File: config.mk
export PLATFORM = sky130hd
export DESIGN_NAME = audio_sample_poller
export DESIGN_NICKNAME = d
export VERILOG_FILES = /design/src/rtl/audio_sample_poller.sv
export SDC_FILE = /design/constraint.sdc
export NUM_CORES = 1
export LEC_CHECK = 0
export ABC_AREA = 0
export CAP_MARGIN = 20
export CORE_MARGIN = 2
export CORE_UTILIZATION = 42
export CTS_CLUSTER_DIAMETER = 80
export DETAILED_ROUTE_END_ITERATION = 6
export PLACE_DENSITY = 0.86
export SLEW_MARGIN = 5
export SYNTH_ARGS = -nofsm -noshare
export SYNTH_HDL_FRONTEND = slang
export SYNTH_SLANG_ARGS = --single-unit
File: constraint.sdc
create_clock -name m00_axi_aclk -period 5.3 [get_ports m00_axi_aclk]
set_clock_uncertainty 0.15 [all_clocks]
set_input_delay 1.06 -clock m00_axi_aclk [delete_from_list [all_inputs] [get_ports m00_axi_aclk]]
set_output_delay 1.06 -clock m00_axi_aclk [all_outputs]
set_load 0.01 [all_outputs]
File: src/rtl/audio_sample_poller.sv
// audio_sample_poller: AXI4-Lite read-only master that polls one sample word
// at a fixed tick rate and hands it downstream through a one-entry buffer.
// Optional build macro: AUDIO_SAMPLE_POLLER_STATS_EN enables the overrun counter;
// when undefined, overrun_cnt is tied to zero.
module audio_sample_poller #(
   parameter int unsigned C_M00_AXI_DATA_WIDTH = 32,
   parameter int unsigned C_M00_AXI_ADDR_WIDTH = 4,
   parameter logic [C_M00_AXI_ADDR_WIDTH-1:0] SAMPLE_ADDR = '0,
   parameter int unsigned TICK_DIV = 2500
) (
   input  logic                              m00_axi_aclk,
   input  logic                              m00_axi_areset,
   input  logic                              enable,
   // read address channel
   output logic [C_M00_AXI_ADDR_WIDTH-1:0]   m00_axi_araddr,
   output logic [2:0]                        m00_axi_arprot,
   output logic                              m00_axi_arvalid,
   input  logic                              m00_axi_arready,
   // read data channel
   input  logic [C_M00_AXI_DATA_WIDTH-1:0]   m00_axi_rdata,
   input  logic [1:0]                        m00_axi_rresp,
   input  logic                              m00_axi_rvalid,
   output logic                              m00_axi_rready,
   // write channels, parked
   output logic                              m00_axi_awvalid,
   output logic [C_M00_AXI_ADDR_WIDTH-1:0]   m00_axi_awaddr,
   output logic [2:0]                        m00_axi_awprot,
   output logic                              m00_axi_wvalid,
   output logic [C_M00_AXI_DATA_WIDTH-1:0]   m00_axi_wdata,
   output logic [C_M00_AXI_DATA_WIDTH/8-1:0] m00_axi_wstrb,
   output logic                              m00_axi_bready,
   // downstream sample stream
   output logic [C_M00_AXI_DATA_WIDTH-1:0]   sample_data,
   output logic                              sample_valid,
   input  logic                              sample_ready,
   // status
   output logic                              rd_err,
   output logic                              missed_tick,
   output logic [15:0]                       overrun_cnt
);

   localparam int unsigned CNT_W  = (TICK_DIV > 1) ? $clog2(TICK_DIV) : 1;
   localparam int unsigned DW     = C_M00_AXI_DATA_WIDTH;
   localparam logic [CNT_W-1:0] CNT_LAST = CNT_W'(TICK_DIV - 1);
   localparam logic [1:0]  RESP_OKAY = 2'b00;

   typedef enum logic [1:0] {
      ST_IDLE = 2'd0,
      ST_ADDR = 2'd1,
      ST_DATA = 2'd2
   } state_t;

   state_t          state_q, state_d;
   logic [CNT_W-1:0] cnt_q, cnt_d;
   logic            arvalid_q, arvalid_d;
   logic            rready_q, rready_d;
   logic            rd_err_q, rd_err_d;
   logic            missed_q, missed_d;
   logic [DW-1:0]   data_q, data_d;
   logic            valid_q, valid_d;
   logic            tick_c;
   logic            load_c;

   // Constant read address and parked write channels
   assign m00_axi_araddr  = SAMPLE_ADDR;
   assign m00_axi_arprot  = 3'b000;
   assign m00_axi_awvalid = 1'b0;
   assign m00_axi_awaddr  = '0;
   assign m00_axi_awprot  = 3'b000;
   assign m00_axi_wvalid  = 1'b0;
   assign m00_axi_wdata   = '0;
   assign m00_axi_wstrb   = '0;
   assign m00_axi_bready  = 1'b1;

   assign m00_axi_arvalid = arvalid_q;
   assign m00_axi_rready  = rready_q;
   assign sample_data     = data_q;
   assign sample_valid    = valid_q;
   assign rd_err          = rd_err_q;
   assign missed_tick     = missed_q;

   // Sample-rate tick: one-cycle event on the last count of each period
   assign tick_c = enable && (cnt_q == CNT_LAST);

   // Tick counter next value; disabling clears it so the next period starts fresh
   always_comb begin
      cnt_d = cnt_q;
      if (!enable) begin
         cnt_d = '0;
      end else if (cnt_q == CNT_LAST) begin
         cnt_d = '0;
      end else begin
         cnt_d = cnt_q + CNT_W'(1);
      end
   end

   // Read FSM: one outstanding read, ticks arriving mid-read are dropped
   always_comb begin
      state_d   = state_q;
      arvalid_d = arvalid_q;
      rready_d  = rready_q;
      rd_err_d  = 1'b0;
      missed_d  = missed_q;
      load_c    = 1'b0;
      case (state_q)
         ST_IDLE: begin
            if (tick_c) begin
               arvalid_d = 1'b1;
               state_d   = ST_ADDR;
            end
         end
         ST_ADDR: begin
            if (tick_c) begin
               missed_d = 1'b1;
            end
            if (arvalid_q && m00_axi_arready) begin
               arvalid_d = 1'b0;
               rready_d  = 1'b1;
               state_d   = ST_DATA;
            end
         end
         ST_DATA: begin
            if (tick_c) begin
               missed_d = 1'b1;
            end
            if (m00_axi_rvalid && rready_q) begin
               rready_d = 1'b0;
               state_d  = ST_IDLE;
               if (m00_axi_rresp == RESP_OKAY) begin
                  load_c = 1'b1;
               end else begin
                  rd_err_d = 1'b1;
               end
            end
         end
         default: begin
            state_d   = ST_IDLE;
            arvalid_d = 1'b0;
            rready_d  = 1'b0;
         end
      endcase
   end

   // One-entry holding buffer; a load wins over a same-cycle consume
   always_comb begin
      data_d  = data_q;
      valid_d = valid_q;
      if (load_c) begin
         data_d  = m00_axi_rdata;
         valid_d = 1'b1;
      end else if (valid_q && sample_ready) begin
         valid_d = 1'b0;
      end
   end

   // State, counter and buffer registers
   always_ff @(posedge m00_axi_aclk or posedge m00_axi_areset) begin
      if (m00_axi_areset) begin
         state_q   <= ST_IDLE;
         cnt_q     <= '0;
         arvalid_q <= 1'b0;
         rready_q  <= 1'b0;
         rd_err_q  <= 1'b0;
         missed_q  <= 1'b0;
         data_q    <= '0;
         valid_q   <= 1'b0;
      end else begin
         state_q   <= state_d;
         cnt_q     <= cnt_d;
         arvalid_q <= arvalid_d;
         rready_q  <= rready_d;
         rd_err_q  <= rd_err_d;
         missed_q  <= missed_d;
         data_q    <= data_d;
         valid_q   <= valid_d;
      end
   end

`ifdef AUDIO_SAMPLE_POLLER_STATS_EN
   logic [15:0] overrun_q, overrun_d;
   logic        overwrite_c;

   // An overwrite is a load onto an unconsumed sample that is not leaving now
   assign overwrite_c = load_c && valid_q && !sample_ready;

   // Saturating overrun counter next value
   always_comb begin
      overrun_d = overrun_q;
      if (overwrite_c && (overrun_q != 16'hFFFF)) begin
         overrun_d = overrun_q + 16'd1;
      end
   end

   // Overrun counter register
   always_ff @(posedge m00_axi_aclk or posedge m00_axi_areset) begin
      if (m00_axi_areset) begin
         overrun_q <= 16'd0;
      end else begin
         overrun_q <= overrun_d;
      end
   end

   assign overrun_cnt = overrun_q;
`else
   assign overrun_cnt = 16'd0;
`endif

endmodule

Yosys cells after proc, flatten, opt, wreduce, memory -nomap -nowiden

Cells that the tools add are included.
Widths: inputs -> output; s select.

Divide/modulo/power cells: 0
$mul: 0
Mux-type cells: 20
Magnitude comparators: 0
Add/sub/neg operators: 1
Equal/unequal tests: 6
Shift-type cells: 0
Reductions and logical operators: 12
Bitwise operators: 2

Operator list:

| operator              | count |
|---|---|
| $mux 12               | 2 |
| $add 12x1->12 const B | 1 |
| $eq 12x12->1 const B  | 1 |
| $mux 1                | 12 |
| $reduce_and 3->1      | 3 |
| $mux 2                | 3 |
| $ne 2x2->1 const B    | 3 |
| $pmux 1 s3            | 2 |
| $pmux 2 s3            | 1 |
| $logic_and 1x1->1     | 4 |
| $logic_not 2->1       | 2 |
| $eq 2x1->1 const B    | 1 |
| $eq 2x2->1 const B    | 1 |
| $not 1->1             | 2 |
| $reduce_and 2->1      | 1 |
| $reduce_bool 2->1     | 1 |
| $reduce_or 2->1       | 1 |

Bits of input ports: 40
Bits in writable memories: 0
Memories: 0
Output and inout port bits: 106
Bits in read-only memories: 0
Latch bits: 0
Flip-flop bits (word level): 51

Logic depth before layout (Yosys ltp)

Word-level depth: 5
Gate-level depth with buffers: 5

Least setup slack after synthesis

OpenSTA, ideal clock, no wires.

Path type: input -> register
From: input m00_axi_rresp[1]
To: register data_q[10], in the netlist sample_data[10]
Stages: 4
Library setup time: 0.127 ns
Data arrival time: 2.007 ns
Required time: 5.023 ns
Path slack: 3.015 ns
Path buffers: 1
Cell sequence: nor2_1 > nand4_1 > clkbuf_1 > mux2_1

Word-level cells in the longest chain between the ends: 4

Ends and longest elaborated chain:

| element              | RTL line | text |
|---|---|---|
| start, declared      | 21       | `input logic [1:0] m00_axi_rresp,` |
| $logic_not 2->1      | 129      | `if (m00_axi_rresp == RESP_OKAY) begin` |
| $mux 1               | 129      |  |
| $mux 1               | 126      | `if (m00_axi_rvalid && rready_q) begin` |
| $mux 1               | 105      | `case (state_q)` |
| end signal, assigned | 174      | `data_q <= data_d;` |
| end, declared        | 59       | `logic [DW-1:0] data_q, data_d;` |

Every way passes these cells.
A chain may end at the register's enable or synchronous reset.

Worst setup path in the final report

From: register arvalid_q, in the netlist m00_axi_arvalid
To: output m00_axi_arvalid

RTL lines:

| element                | RTL line | text |
|---|---|---|
| start, declared        | 55       | `logic arvalid_q, arvalid_d;` |
| start signal, assigned | 170      | `arvalid_q <= arvalid_d;` |
| end, declared          | 17       | `output logic m00_axi_arvalid,` |

No word-level cell between the ends.

==> metrics <==
DRC viols 0; post-route core utilization 0.5554; P_int between 0.5 and 0.6 mW; FMAX just over 0.4 GHz; Max-Cap Viols 0; NetSw around 0.16 mW; Rows 28; Clock Path Buffers 2; status finished, final reports clean; r2r setup slk 2.97 ns; Critical Path RT between 4 and 5 ns; CP cell instances clkdlybuf4s50_1; post-route antenna net violation count 0; Slew Viols, Final 0; Root Buffer clkbuf_8; fin crit period roughly 2.5 ns; crit-path max cell delay ~0.56 ns; first-pass GRT wire length around 7800 um; CTS Buf Count 5; Unique masters post-synth 31; total iterations of the first detailed-routing run 2; I/O pin total about 150; vias per cell about 4.4; Slew HR 0.3205; reg-to-reg endpoint cnt_q[9]; hold path start missed_tick; Comb pwr share 0.097; P&R area growth vs syn 26.06%; Initial Utilization 0.4406; syn avg cell area around 11 sq um; DP HPWL between 3000 and 4000 um; pin count of the biggest net entering global routing 52; Buffers & Inverters on Critical Path 1; Layout Cells excl Fill a little under 400; Reg2Reg Depth 3; remaining global-route overflow 0; maximum VDD drop roughly 0.096 mV; layout cells sized above 1 0.06109; number of antenna violations at the first check in global routing 0; type of the most critical hold path reg -> reg; Syn Inst Count 231; core area approximately 0.006 sq mm; Die Y approximately 84 um; hold slack final about 0.31 ns; H-tree Lvls 2; setup repair after global routing missed its margin false; Worst Setup End Kind primary output; Initial DRC Count between 50 and 60; CP max FO 4; Hold Path End missed_tick; Critical Path Source Type register; Tcrit/Tclk final 0.4665; power density cells ~200 mW/mm^2; Worst-Skew Late Latency a little under 0.3 ns; Post-Synthesis Cell Area 0.002655 sq mm; Setup TNS 0 ns; post-CTS setup buffers 0; Ys Warns 0; Final Net Count between 300 and 400; Area contributors post-synth dfrtp_1, buf_4, mux2_1; routed wire length roughly 4700 um; crit path DAT about 1.3 ns; most frequent cells in the layout clkdlybuf4s50_1, conb_1, dfrtp_1; Die X 83.51 um; synthesized flop and latch total between 50 and 60; Worst Hold Depth 1; CTS Hold Bufs 0; Routed WL per cell 12.11 um; CTS tree built; Final setup viols 0; CTS resizes 0; cell taking the most area after synthesis dfrtp_1; clk slew on worst S/H paths ~0.09 ns; Port Buffers 76; clk sink count between 50 and 60; vias in the first global route between 1,500 and 2,000; Reg-to-Reg Start cnt_q[9]; leakage power around 1.6 nW; Hold Fails Final Rpt 0; Crit-path slowest cell clkdlybuf4s50_1; clock network fraction of total power 0.331; Antenna diodes 0; most common cell after layout, fill and taps aside clkdlybuf4s50_1; Critical Setup Path Class reg -> out; placed insts 377; top-area cell type share of the netlist area 0.4807; GR Util All Layers 0.1353; Reg power frac 0.573; Worst-Margin Slew slightly above 1 ns; Die ar. 0.006974 sq mm; sw frac 0.2328; GPL Wtd Cong a little under 0.9; CP top delay family buffers and inverters; via count around 1,700; post-synthesis sequential area ratio 0.4807
## cell type report
type                    instances  area (sq um)
flip-flops and latches         51          1276
well taps                      75         93.84
clock buffers                   7         86.33
fillers                       525          2679
inverters                       6         22.52
clock inverters                 1         8.758
repair buffers                 78         788.3
multi-input cells             168          1071
## stage by stage
step                      setup slack [ns]  total power [mW]  cell area, sq um
after floorplan                      2.860            0.4707              2907
after global placement               2.586            0.4639              3232
after detailed placement             2.568            0.4648              3232
after CTS                            2.808            0.6953              3327
after global routing                 2.739            0.7221              3347
final                                2.828            0.6861              3347
## worst register-to-register path, cell delays in order (launching register included)
cell and delay, ns:
dfrtp_1 0.43, or4b_4 0.58, o41ai_2 0.89, nor2_1 0.13
## worst max-delay path by stage
| stage | from | to | slack [ns] | cells past startpoint |
|---|---|---|---|---|
| 2_1_floorplan | m00_axi_areset | cnt_q[0] | 2.86 | 1 |
| 3_3_place_gp | m00_axi_rresp[1] | sample_data[25] | 2.59 | 5 |
| 3_5_place_dp | m00_axi_rresp[1] | sample_data[25] | 2.57 | 5 |
| 4_1_cts | m00_axi_arvalid | m00_axi_arvalid | 2.81 | 1 |
| 5_1_grt | m00_axi_rready | m00_axi_rready | 2.74 | 1 |
| 6_report | m00_axi_arvalid | m00_axi_arvalid | 2.83 | 1 |
## power by group through the flow
stage / sequential [mW] / clock [mW] / combinational [mW]
6_report: 0.393 / 0.227 / 0.0663
5_1_grt: 0.393 / 0.256 / 0.0732
4_1_cts: 0.393 / 0.238 / 0.0643
3_5_place_dp: 0.401 / 0 / 0.0641
3_3_place_gp: 0.401 / 0 / 0.0634
2_1_floorplan: 0.400 / 0 / 0.0704
## per-layer routing
layer  share of wire  GRT usage  up-vias
met4           0.020    0.04692        0
met2            0.52     0.2375       87
met1            0.38     0.1586      803
met5               0          0        -
li1                -          -      787
met3           0.081    0.03858       11
## sequential cells by signal (all words and copies together) (netlist names)
name             flops
sample_data         32
rd_err               1
m00_axi_arvalid      1
m00_axi_rready       1
sample_valid         1
state_q              2
missed_tick          1
cnt_q               12
## logic make-up after synthesis
| group | after synthesis | synth area share |
|---|---|---|
| compound gates | 13 | 0.03205 |
| xor+xnor | 8 | 0.02639 |
| fa+ha+maj | 4 | 0.01885 |
| buf+inv | 79 | 0.2106 |
| flops | 51 | 0.4807 |
| mux | 34 | 0.1456 |
| other cells | 2 | 0.002829 |
| simple gates | 40 | 0.08294 |
## Yosys cell counts (all sizes together)
cell type	number
conb	2
nand4	3
nand4bb	1
or4b	1
o41ai	1
mux2	34
nor2	13
dfrtp	51
ha	4
nor3	3
nand2	7
or3	2
clkbuf	3
nor2b	1
a22oi	1
and2	1
buf	70
nand3	4
inv	6
o21ai	6
a21oi	4
nor4	3
xnor2	6
a21o	1
nor3b	1
xor2	2
(Power assumes the default switching activity.)
